--- src/rtl/dbg_io_unit.sv ---
// Debug I/O slave: printf FIFO drained at a fixed rate, exit reported in order.
// `DBG_IO_RX_EN enables the rx buffer; `DBG_IO_SIM_REPORT enables console output.
module dbg_io_unit #(
  parameter int FIFO_DEPTH = 8,
  parameter int DRAIN_DIV  = 4,
  parameter int XLEN       = 64
) (
  input  logic            clk,
  input  logic            rst,
  input  logic            membus_valid,
  output logic            membus_ready,
  input  logic [XLEN-1:0] membus_addr,
  input  logic            membus_wen,
  input  logic [63:0]     membus_wdata,
  input  logic [7:0]      membus_wmask,
  output logic            membus_rvalid,
  output logic [63:0]     membus_rdata,
  input  logic            rx_valid,
  input  logic [7:0]      rx_data,
  output logic            tx_valid,
  output logic [7:0]      tx_data,
  output logic            done,
  output logic            test_success
);
  localparam int PW = $clog2(FIFO_DEPTH);
  localparam int CW = PW + 1;
  localparam int DW = (DRAIN_DIV > 1) ? $clog2(DRAIN_DIV) : 1;
  localparam logic [CW-1:0] FULL_CNT = CW'(FIFO_DEPTH);
  localparam logic [DW-1:0] DIV_LAST = DW'(DRAIN_DIV - 1);

  typedef enum logic [1:0] {S_RUN, S_FLUSH, S_DONE} state_e;

  state_e        state_q, state_d;
  logic [7:0]    mem_q [FIFO_DEPTH];
  logic [PW-1:0] wr_ptr_q, wr_ptr_d;
  logic [PW-1:0] rd_ptr_q, rd_ptr_d;
  logic [CW-1:0] cnt_q, cnt_d;
  logic [DW-1:0] div_q, div_d;
  logic [63:0]   exit_code_q, exit_code_d;
  logic          rvalid_q, rvalid_d;
  logic [63:0]   rdata_q, rdata_d;
  logic [7:0]    rx_char_q, rx_char_d;
  logic          rx_full_q, rx_full_d;

  logic exit_pending, fifo_empty, fifo_full;
  logic accept, is_printf, is_exit;
  logic push, pop, rd_acc;
  logic unused_in;

  assign exit_pending = (state_q != S_RUN);
  assign fifo_empty   = (cnt_q == '0);
  assign fifo_full    = (cnt_q == FULL_CNT);
  assign membus_ready = !fifo_full && !exit_pending;
  assign accept       = membus_valid && membus_ready;
  assign is_printf    = membus_wen &&
                        (membus_wdata[63:44] == 20'h01010);
  assign is_exit      = membus_wen && !is_printf &&
                        membus_wdata[0];
  assign push         = accept && is_printf;
  assign rd_acc       = accept && !membus_wen;
  assign pop          = !fifo_empty && (div_q == DIV_LAST);

  always_comb begin
    wr_ptr_d    = wr_ptr_q + PW'(push);
    rd_ptr_d    = rd_ptr_q + PW'(pop);
    cnt_d       = cnt_q + CW'(push) - CW'(pop);
    div_d       = (fifo_empty || pop) ? '0 : div_q + DW'(1);
    exit_code_d = exit_code_q;
    state_d     = state_q;
    rvalid_d    = accept;
    rdata_d     = '0;
    unique case (state_q)
      S_RUN: begin
        if (accept && is_exit) begin
          exit_code_d = membus_wdata;
          state_d     = S_FLUSH;
        end
      end
      // last char must leave before done is raised
      S_FLUSH: if (fifo_empty && !pop) state_d = S_DONE;
      S_DONE:  state_d = S_DONE;
      default: state_d = S_RUN;
    endcase
    if (rd_acc) begin
      rdata_d[8:0]   = {rx_full_q, rx_char_q};
      rdata_d[23:16] = 8'(cnt_q);
      rdata_d[32]    = exit_pending;
    end
  end

`ifdef DBG_IO_RX_EN
  logic rx_load;
  assign rx_load   = rx_valid && (!rx_full_q || rd_acc);
  assign rx_char_d = rx_load ? rx_data : rx_char_q;
  assign rx_full_d = rx_load ? 1'b1 : (rd_acc ? 1'b0 : rx_full_q);
  assign unused_in = ^{membus_addr, membus_wmask};
`else
  assign rx_char_d = '0;
  assign rx_full_d = 1'b0;
  assign unused_in = ^{membus_addr, membus_wmask, rx_valid, rx_data};
`endif

  always_ff @(posedge clk or negedge rst) begin
    if (!rst) begin
      state_q     <= S_RUN;
      wr_ptr_q    <= '0;
      rd_ptr_q    <= '0;
      cnt_q       <= '0;
      div_q       <= '0;
      exit_code_q <= '0;
      rvalid_q    <= 1'b0;
      rdata_q     <= '0;
      rx_char_q   <= '0;
      rx_full_q   <= 1'b0;
    end else begin
      state_q     <= state_d;
      wr_ptr_q    <= wr_ptr_d;
      rd_ptr_q    <= rd_ptr_d;
      cnt_q       <= cnt_d;
      div_q       <= div_d;
      exit_code_q <= exit_code_d;
      rvalid_q    <= rvalid_d;
      rdata_q     <= rdata_d;
      rx_char_q   <= rx_char_d;
      rx_full_q   <= rx_full_d;
    end
  end

  always_ff @(posedge clk) begin
    if (push) mem_q[wr_ptr_q] <= membus_wdata[7:0];
  end

  assign membus_rvalid = rvalid_q;
  assign membus_rdata  = rdata_q;
  assign tx_valid      = pop;
  assign tx_data       = pop ? mem_q[rd_ptr_q] : '0;
  assign done          = (state_q == S_DONE);
  assign test_success  = done && (exit_code_q == 64'h1);

`ifdef DBG_IO_SIM_REPORT
  always @(posedge clk) begin
    if (rst && tx_valid) $write("%c", tx_data);
    if (rst && state_q == S_FLUSH && state_d == S_DONE) begin
      if (exit_code_q == 64'h1) $display("test success!");
      else $display("test failed!");
      $display("exit_code = %h", exit_code_q);
      $finish;
    end
  end
`endif

endmodule
--- config.mk ---
export PLATFORM = sky130hd
export DESIGN_NAME = dbg_io_unit
export DESIGN_NICKNAME = d
export VERILOG_FILES = /design/src/rtl/dbg_io_unit.sv
export SDC_FILE = /design/constraint.sdc
export NUM_CORES = 1
export LEC_CHECK = 0
export ABC_CLOCK_PERIOD_IN_PS = 3400
export CORE_ASPECT_RATIO = 0.5
export CORE_MARGIN = 3
export CORE_UTILIZATION = 47
export CTS_BUF_LIST = sky130_fd_sc_hd__clkbuf_4
export CTS_CLUSTER_SIZE = 14
export DETAILED_ROUTE_END_ITERATION = 8
export PLACE_DENSITY = 0.9
export SLEW_MARGIN = 20
export SYNTH_ARGS = -nofsm -noshare
export SYNTH_HDL_FRONTEND = slang
export SYNTH_SLANG_ARGS = --single-unit
export TNS_END_PERCENT = 20
--- constraint.sdc ---
create_clock -name clk -period 3.4 [get_ports clk]
set_input_delay 0.68 -clock clk [delete_from_list [all_inputs] [get_ports clk]]
set_output_delay 0.68 -clock clk [all_outputs]
set_load 0.05 [all_outputs]
* After elaboration in Yosys (flattened, before gate mapping)
Memory sizes are Yosys's and may differ from the RTL's. Index checks and enable logic that the tools add are counted.
Cells by class: div/mod/pow operators 0, order comparisons 0, mux-type cells 9, shift operators 0, multiply operators 0, equality and inequality tests 8, $add $sub $neg 5, reductions and logical operators 23, bitwise logic cells 0
Operators by type and width (count):
- equality test 64 x 1 -> 1 bit, second input constant | 1
- equality test 20 x 13 -> 1 bit, second input constant | 1
- logical AND 1 bit | 11
- two-way mux 8 bit | 1
- adder 3 x 1 -> 3 bit | 2
- zero test 1 bit | 6
- two-way mux 2 bit | 3
- one-hot mux 2 bit (3 select lines) | 1
- adder 4 x 1 -> 4 bit | 1
- equality test 2 bit, second input constant | 2
- equality test 4 bit, second input constant | 1
- zero test 4 bit | 1
- two-way mux 4 bit | 1
- inequality test 2 bit, second input constant | 2
- AND reduction 2 bit | 2
- subtractor 4 x 1 -> 4 bit | 1
- two-way mux 1 bit | 3
- adder 2 x 1 -> 2 bit, second input constant | 1
- equality test 2 x 1 -> 1 bit, second input constant | 1
- zero test 2 bit | 1
- nonzero test 2 bit | 1
- logical OR 1 bit | 1
Storage, ports and cells: memories kept 1, input port bits 149, bits in registers 88, logic and storage cells 54, latch bits 0, memory bits (read-only) 0, memory bits (writable) 64, output and inout bits 77
Memories:
- mem_q | words 8, width 8, rd ports 1, clocked after memory_dff 0, write ports 1, line 34 | logic [7:0] mem_q [FIFO_DEPTH];

* Depth between registers and ports, before layout
Gate-level depths: netlist of the first run.
word-level depth 8, gate-level depth with buffers 12, mapped depth without buffers 12

* Worst setup path before layout of the first run
No wires, ideal clock.
path type register to output, from register state_q[0], to output port test_success, stages on the path, launching flop included 6, arrival time 2.824 ns, data required time 2.720 ns, setup slack -0.104 ns, path buffers 0, cell sequence dfrtp_1 -> inv_1 -> ha_1 -> nor4b_1 -> nand4_1 -> nor4_1
Between the ends: cells in the longest elaborated chain, start to end 2
RTL lines:
- start, declared | line 33 | state_e state_q, state_d;
- start signal, assigned | line 116 | state_q <= state_d;
- equality test 2 bit | line 137 | assign done = (state_q == S_DONE);
- named net done | line 22 | output logic done,
- logical AND 1 bit | line 138 | assign test_success = done && (exit_code_q == 64'h1);
- end, declared | line 23 | output logic test_success
The timed path passes the listed nets, and every way through them passes these cells.

* Worst setup path after layout of the first run
from register rd_ptr_q[0], to output port tx_data[6]
Between the ends: cells in the longest elaborated chain, start to end 2
RTL lines:
- start, declared | line 36 | logic [PW-1:0] rd_ptr_q, rd_ptr_d;
- start signal, assigned | line 118 | rd_ptr_q <= rd_ptr_d;
- memory read (8 x 8 bit)
- two-way mux 8 bit | line 136 | assign tx_data = pop ? mem_q[rd_ptr_q] : '0;
- end, declared | line 21 | output logic [7:0] tx_data,
No other way between the ends.

==> results.cfg, run 1 <==
[power_and_ir_drop]
peakVddDrop_mv = 0.343
clockPowerShare_pct = 22.9
swShare_pct = 34.4
pwr-share-seq_pct = 44.6
p_switching_w = 0.00200
leakage_nw = 3.23
p_int_w = 0.00383
p_comb_share_pct = 32.5
powerDensity_nw_per_um2 = 756

[worst_setup_path]
worst-setup-path-type = flip-flop to primary output
reg2reg_depth = 12
slowest_delay_ps = 560
path_max_fanout = 17
timing.rr.end = cnt_q[2]
slowest_stage = mux4_2
reg2reg_from = cnt_q[2]
crit_end = tx_data[6]
crit_required_ps = 2720
arrival_ps = 2470
endpoint_kind = primary output
cp-startpoint = rd_ptr_q[0]
r2r_slack_ps = 490
crit_path_cell_trace = buf_4, mux4_2, mux2i_1, nor2_1, dlygate4sd2_1
start_kind = flip-flop

[global_route]
grt_pass1_vias = 3690
grt_usage_pct = 17.2
grt_max_degree = 85
gr-total-overflow = 0
grt_pass1_wl_um = 19400
antenna_found_initial = 0

[die]
die_w_um = 172
pin_count = 226
die_area_sq_um = 15300
coreArea_sq_um = 13100
initial_core_util_pct = 49.6
die_h_um = 89.1
num_rows = 29

[drt]
drc = 0
firstDrtPassIters = 4
via_count = 3582
vias_per_cell = 5.07
wirelength_um = 12600
wl_per_cell_um = 17.8
drtIter0Drc = 159
antenna_left = 0

[synthesis]
synth_area_leader_cell = dfrtp_1
yosysWarnings = 0
synth.avg_cell_area_sq_um = 15.5
synthTopCellsByArea = dfrtp_1, edfxtp_1, mux2_2
syn-cell-area_sq_um = 6480
ys_seq_elements = 148
seq_area_frac_synth_pct = 62.1
syn_inst = 418
synth_cell_type_count = 37
yosysTopAreaCellShare_pct = 32.4

[place]
dp.cells = 675
gp_congestion = 0.778
dp_slack_ps = 133
dp_hpwl_um = 8680
numPortBuffers = 85

[final_layout]
ff_latch_area_sq_um = 4020
n_antenna_cell = 0
final_cell_mix = dfrtp_1, clkdlybuf4s50_1, edfxtp_1
mostFrequentLayoutCell = dfrtp_1
drive_above_1_share_pct = 24.0
fill_cells = 935
multi_input_area_sq_um = 2110
layout.nets = 689
synthToLayoutAreaGrowth_pct = 18.9
stdcell_count = 707

[clock_tree]
cts_buffers = 17
cts_root_buf = clkbuf_4
htree_num_levels = 4
clock_latency_ps = 540
tritoncts = done
cts_sinks = 148
cts.clk_slew.worst_paths_ps = 150
clockBufferDepth = 2
post_cts_buffers = 0

[timing]
fmax_ghz = 0.318
fin_skew_ps = 23.1
final_max_slew_viol_count = 0
worst_pin_slew_ps = 759
hold_viol = 0
fin_setup_tns_ps = 0
fin_crit_ps = 3150
period_share_pct = 92.6
max-slew-margin-rel_pct = 49.4
grt_setup_unrepaired = false
setup_viol_count_final = 0
setup_slack_ps = 253

[run]
drv_cap = 0

[outcome]
outcome = finished, final reports clean

[worst_hold_path]
min-delay-path-class = input pin to asynchronous set/reset pin
==> logic make-up after synthesis <==
kind of cell,count (synthesis),share of synthesized area (%)
flops,148,62.1
mux,89,18.1
buf+inv,82,8.84
simple gates,73,6.43
fa+ha+maj,16,3.20
compound gates,5,0.791
xor+xnor,4,0.540
other cells,1,0.0578
==> per-stage QoR <==
stage | hold WS (ps) | instance area (sq um) | util, % | total power [W]
global placement | 426 | 7350 | 56.3 | 0.00445
global route | 181 | 7710 | 59.0 | 0.00616
floorplan | 384 | 6710 | - | 0.00406
detailed placement | 451 | 7350 | 56.3 | 0.00457
finish | 155 | 7710 | 59.0 | 0.00583
CTS | 315 | 7700 | 59.0 | 0.00588
==> synth_stat cells, drive strengths merged <==
cell type	instances
and4	2
mux4	16
inv	11
nand2b	4
dfrtp	84
and3	2
a221o	1
nand4	2
o211ai	1
mux2	65
xor2	3
a21boi	1
nor3	8
nand2	6
a21o	1
edfxtp	64
buf	68
xnor2	1
nor2	16
conb	1
ha	15
nand3	4
and2	2
nor3b	3
clkbuf	3
or4	2
fa	1
a21oi	1
mux2i	8
nor4b	4
nor4	17
or3b	1
==> sequential cells by signal, indices dropped and copies added (netlist names) <==
register,flops
mem_q,64
rd_ptr_q,3
membus_rdata,5
cnt_q,4
state_q,2
div_q,2
exit_code_q,64
wr_ptr_q,3
membus_rvalid,1
==> cell type report <==
cell class,instances,share of cell area [%]
clock buffers,17,1.66
multi-input cells,247,27.4
well taps,170,2.76
repair buffers,99,12.4
clock inverters,15,3.03
flip-flops and latches,148,52.2
inverters,11,0.535
==> routing by layer <==
layer | global-route usage, % | part of all wire [%] | vias to the layer above
met1 | 20.7 | 41 | 1783
met4 | 6.23 | 1.7 | 0
met5 | 0 | 0 | -
li1 | - | - | 1634
met2 | 29.9 | 51 | 146
met3 | 5.08 | 6.4 | 19
==> power groups by stage <==
stage	Clock, W	Sequential [W]	Combinational [W]
floorplan	0	0.00256	0.00149
global placement	0	0.00260	0.00185
detailed placement	0	0.00263	0.00193
CTS	0.00136	0.00260	0.00192
global route	0.00145	0.00265	0.00206
finish	0.00134	0.00260	0.00189
==> worst max-delay path: cells and delay by family (launching register included) <==
family | cells | cell delay [ps]
AND/OR/NAND/NOR | 1 | 60
buffers and inverters | 2 | 750
multiplexers | 2 | 780
flip-flops | 1 | 350
==> how the worst min path moves through the flow <==
stage	from	endpoint	depth (start not counted)
after floorplan	rst	cnt_q[0]	0
after global placement	div_q[0]	div_q[0]	1
after detailed placement	div_q[0]	div_q[0]	1
after CTS	rst	exit_code_q[9]	1
after global routing	rst	rd_ptr_q[2]	1
final	rst	exit_code_q[9]	1
==> timing repair <==
item                                   in CTS  in global routing
endpoints found under the hold margin       0                  0
gates resized for setup                     8                  1
setup endpoints to repair                   8                  1
hold buffers                                0                  0
Note: power is estimated with default switching activity, not from simulation.
==> run 2, diff against run 1 <==
--- a/config.mk
+++ b/config.mk
@@ -5,7 +5,7 @@
 export SDC_FILE = /design/constraint.sdc
 export NUM_CORES = 1
 export LEC_CHECK = 0
-export ABC_CLOCK_PERIOD_IN_PS = 3400
+export ABC_CLOCK_PERIOD_IN_PS = 3500
 export CORE_ASPECT_RATIO = 0.5
 export CORE_MARGIN = 3
 export CORE_UTILIZATION = 47
@@ -13,6 +13,7 @@
 export CTS_CLUSTER_SIZE = 14
 export DETAILED_ROUTE_END_ITERATION = 8
 export PLACE_DENSITY = 0.9
+export SETUP_SLACK_MARGIN = 0.15
 export SLEW_MARGIN = 20
 export SYNTH_ARGS = -nofsm -noshare
 export SYNTH_HDL_FRONTEND = slang
==> constraint.sdc (replaced) <==
create_clock -name clk -period 3.5 [get_ports clk]
set_input_delay 0.7 -clock clk [delete_from_list [all_inputs] [get_ports clk]]
set_output_delay 0.7 -clock clk [all_outputs]
set_load 0.05 [all_outputs]
==> run 2 against run 1 <==
Effect of this change:
- worst hold slack better by 26 ps
- design area fell by 0.63%
- non-clock buffer count unchanged
- combinational power is 5% lower
- largest cell class unchanged
==> results.cfg, run 2 (synthesis gave the netlist of run 1 again) <==
[outcome]
outcome = finished, final reports clean

[die]
coreArea_sq_um = 13100
die_w_um = 172
die_h_um = 89.1
initial_core_util_pct = 49.6
die_area_sq_um = 15300
num_rows = 29
pin_count = 226

[place]
place_area_sq_um = 7360
numPortBuffers = 85
dp_hpwl_um = 8260
gp_congestion = 0.784
dp_slack_ps = 205
dp.cells = 675

[drt]
drc = 0
wirelength_um = 11500
wl_per_cell_um = 16.3
vias_per_cell = 4.99
antenna_left = 0
firstDrtPassIters = 4
drtIter0Drc = 152
via_count = 3530

[power_and_ir_drop]
powerDensity_nw_per_um2 = 713
leakage_nw = 3.21
peakVddDrop_mv = 0.379

[timing]
final_max_slew_viol_count = 0
hold_viol = 0
setup_viol_count_final = 0
period_share_pct = 92.2
setup_slack_ps = 273
fmax_ghz = 0.310
fin_setup_tns_ps = 0
fin_crit_ps = 3230
grt_setup_unrepaired = true
fin_skew_ps = 22.4
worst_pin_slew_ps = 761
max-slew-margin-rel_pct = 49.3

[worst_setup_path]
reg2reg_from = cnt_q[2]
slowest_delay_ps = 550
crit_path_cell_trace = nor4_1, buf_4, nand3_1, nor4_2, clkdlybuf4s15_1
path_max_fanout = 2
cp-startpoint = exit_code_q[6]
r2r_slack_ps = 740
slowest_stage = clkdlybuf4s15_1
worst-setup-path-type = flip-flop to primary output
timing.rr.end = cnt_q[2]
cp_num_buf_inv = 2
crit_required_ps = 2800
start_kind = flip-flop
critPathTopFamily = simple AND/OR/NAND/NOR gates
arrival_ps = 2530
reg2reg_depth = 12
endpoint_kind = primary output

[final_layout]
drive_above_1_share_pct = 23.6
mostFrequentLayoutCell = dfrtp_1
postLayoutCellArea_sq_um = 7660
synthToLayoutAreaGrowth_pct = 18.2
layout.nets = 689
n_antenna_cell = 0
final_core_util_pct = 58.7
stdcell_count = 707
final_cell_mix = dfrtp_1, clkdlybuf4s50_1, edfxtp_1

[clock_tree]
clock_latency_ps = 540
clockBufferDepth = 2
post_cts_buffers = 0
cts_root_buf = clkbuf_4
cts_sinks = 148
cts_buffers = 17
tritoncts = done
cts.clk_slew.worst_paths_ps = 140
htree_num_levels = 4

[global_route]
grt_pass1_wl_um = 17800
grt_usage_pct = 15.6
grt_pass1_vias = 3440
antenna_found_initial = 0
grt_max_degree = 85
gr-total-overflow = 0

[worst_hold_path]
min-delay-path-class = input pin to asynchronous set/reset pin

[run]
drv_cap = 0
[run 2: changes by cell type in the layout (fill, tap and decap cells not counted), sizes merged]
| cell | delta |
|---|---|
| inv | +1 |
| buf | -2 |
| clkdlybuf4s15 | +1 |
| bufinv | -2 |
| dlygate4sd2 | +1 |
| clkinvlp | +1 |
[run 2: through the flow]
step                      power, W  hold WS, ps
final                      0.00547          181
after global routing       0.00579          214
after CTS                  0.00552          340
after detailed placement   0.00441          441
after global placement     0.00432          426
after floorplan            0.00394          404
[run 2: how the worst max path moves through the flow]
| stage | end | slack, ps | cells after the start |
|---|---|---|---|
| detailed placement | cnt_q[2] | 210 | 11 |
| floorplan | test_success | 530 | 5 |
| CTS | membus_ready | 160 | 5 |
| global placement | cnt_q[2] | 250 | 11 |
| finish | test_success | 270 | 5 |
| global route | test_success | 100 | 5 |
[run 2: final cells by class]
class,count,area [sq um]
timing repair buffer,99,961
multi-input combinational,247,2110
clock inverter,15,181
fill,981,5400
inverter,11,41.3
clock buffer,17,128
tap,170,213
sequential,148,4020
[run 2: routing by layer]
| layer | up-vias | track usage [%] | routed length, um |
|---|---|---|---|
| met1 | 1757 | 19.8 | 4870 |
| li1 | 1628 | - | - |
| met4 | 0 | 5.79 | 116 |
| met5 | - | 0 | 0 |
| met3 | 10 | 4.06 | 843 |
| met2 | 135 | 26.6 | 5710 |
[run 2: power by group]
part | total [W] | switching, W | internal [W]
Combinational | 0.00180 | 0.000947 | 0.000853
Clock | 0.00114 | 0.000683 | 0.000460
Sequential | 0.00252 | 0.000272 | 0.00225
Total | 0.00547 | 0.00190 | 0.00356
[run 2: timing repair]
action / 4_1_cts / 5_1_grt
setup endpoints to repair: 10 / 2
hold buffers: 0 / 0
gates resized for setup: 11 / 1
pin swaps: 0 / 0
==> run 3, diff against run 2 <==
--- a/config.mk
+++ b/config.mk
@@ -12,9 +12,10 @@
 export CTS_BUF_LIST = sky130_fd_sc_hd__clkbuf_4
 export CTS_CLUSTER_SIZE = 14
 export DETAILED_ROUTE_END_ITERATION = 8
+export GPL_ROUTABILITY_DRIVEN = 0
+export HOLD_SLACK_MARGIN = 0.03
 export PLACE_DENSITY = 0.9
 export SETUP_SLACK_MARGIN = 0.15
-export SLEW_MARGIN = 20
 export SYNTH_ARGS = -nofsm -noshare
 export SYNTH_HDL_FRONTEND = slang
 export SYNTH_SLANG_ARGS = --single-unit
==> run 3 against run 2 <==
Effect of this change:
- register-to-register slack about the same
- cell count unchanged
- global-route usage unchanged
- utilization about the same
- non-clock buffer count unchanged
- critical path depth unchanged
- largest power group unchanged
- highest routed layer unchanged
==> results.cfg, run 3 (synthesis gave the netlist of run 1 again) <==
[clock_tree]
cts.clk_slew.worst_paths_ps = 140
clock_latency_ps = 540
cts_sinks = 148
htree_num_levels = 4
cts_root_buf = clkbuf_4
tritoncts = done
cts_buffers = 17
clockBufferDepth = 2

[worst_setup_path]
endpoint_kind = primary output
r2r_slack_ps = 740
reg2reg_depth = 12
reg2reg_from = cnt_q[2]
slowest_stage = clkdlybuf4s15_1
crit_path_cell_trace = nor4_1, buf_4, nand3_1, nor4_2, clkdlybuf4s15_1
timing.rr.end = cnt_q[2]
crit_required_ps = 2800
start_kind = flip-flop
arrival_ps = 2530
slowest_delay_ps = 550
cp_num_buf_inv = 2
critPathTopFamily = simple AND/OR/NAND/NOR gates
worst-setup-path-type = flip-flop to primary output
path_max_fanout = 2

[final_layout]
mostFrequentLayoutCell = dfrtp_1
drive_above_1_share_pct = 23.6
stdcell_count = 707
layout.nets = 689
synthToLayoutAreaGrowth_pct = 18.1
final_cell_mix = dfrtp_1, clkdlybuf4s50_1, edfxtp_1
n_antenna_cell = 0

[die]
die_w_um = 172
die_h_um = 89.1
num_rows = 29
pin_count = 226
die_area_sq_um = 15300
coreArea_sq_um = 13100
initial_core_util_pct = 49.6

[drt]
vias_per_cell = 4.98
via_count = 3524
firstDrtPassIters = 4
wirelength_um = 11500
drc = 0
antenna_left = 0
drtIter0Drc = 161
wl_per_cell_um = 16.3

[global_route]
gr-total-overflow = 0
grt_pass1_wl_um = 17800
antenna_found_initial = 0
grt_max_degree = 85
grt_pass1_vias = 3440
grt_usage_pct = 15.6

[timing]
setup_viol_count_final = 0
fmax_ghz = 0.309
fin_crit_ps = 3230
setup_slack_ps = 266
period_share_pct = 92.4
fin_skew_ps = 17.8
max-slew-margin-rel_pct = 30.7
worst_pin_slew_ps = 1040
final_max_slew_viol_count = 0
fin_setup_tns_ps = 0
grt_setup_unrepaired = true
hold_viol = 0

[place]
numPortBuffers = 85
dp_slack_ps = 205
dp.cells = 675
dp_hpwl_um = 8260

[power_and_ir_drop]
powerDensity_nw_per_um2 = 714
leakage_nw = 3.20
totalPowerFinal_w = 0.00547
peakVddDrop_mv = 0.378

[run]
drv_cap = 0

[outcome]
outcome = finished, final reports clean

[worst_hold_path]
min-delay-path-class = input pin to asynchronous set/reset pin
-- run 3: cell count changes in the layout (fill, tap and decap cells not counted) --
cell	before	now
buf_6	1	0
buf_4	13	14
-- run 3: layout make-up --
cell class	instances	area, sq um
clock buffers	17	128
fillers	983	5400
inverters	11	41.3
clock inverters	15	181
multi-input cells	247	2110
well taps	170	213
repair buffers	99	957
flip-flops and latches	148	4020
-- run 3: how the worst max path moves through the flow --
stage                                 from            to  slack [ps]  cells after the start
after floorplan                 state_q[0]  test_success         530                      5
after global placement    membus_wdata[45]      cnt_q[2]         250                     11
after detailed placement  membus_wdata[54]      cnt_q[2]         210                     11
after CTS                         cnt_q[2]  membus_ready         160                      5
after global routing        exit_code_q[6]  test_success         100                      5
final                       exit_code_q[6]  test_success         270                      5
-- run 3: per-stage QoR --
step | util, % | instance area (sq um) | hold WS, ps
floorplan | - | 6710 | 404
global placement | 56.3 | 7360 | 426
detailed placement | 56.3 | 7360 | 441
CTS | 58.6 | 7660 | 340
global route | 58.6 | 7660 | 388
finish | 58.6 | 7660 | 313
-- run 3: worst register-to-register path: stages, from the launching register on --
cell and delay, ps:
dfrtp_1 380, inv_1 120, ha_1 160, or3b_2 500, nand3_1 270, nor3_1 130
nand2_1 90, ha_1 230, inv_1 60, ha_1 150, inv_1 60, fa_1 390
xnor2_1 140
-- run 3: power breakdown --
| part | switching, W | leakage (nW) | internal [W] |
|---|---|---|---|
| clock network | 0.000684 | 0.168 | 0.000460 |
| logic | 0.000947 | 1.43 | 0.000852 |
| registers | 0.000274 | 1.61 | 0.00225 |
-- run 3: repair_timing --
item / in CTS / in global routing
hold buffers: 0 / 0
buffers inserted: 0 / 0
pin swaps: 0 / 0
gates resized for setup: 11 / 1
endpoints found under the setup margin: 10 / 2
-- run 3: routing by layer --
metal  track usage (%)  vias to the layer above  routed length [um]
met4              5.79                        0                 170
met5                 0                        -                   0
li1                  -                     1632                   -
met1              19.8                     1729                4780
met2              26.6                      149                5710
met3              4.06                       14                 874
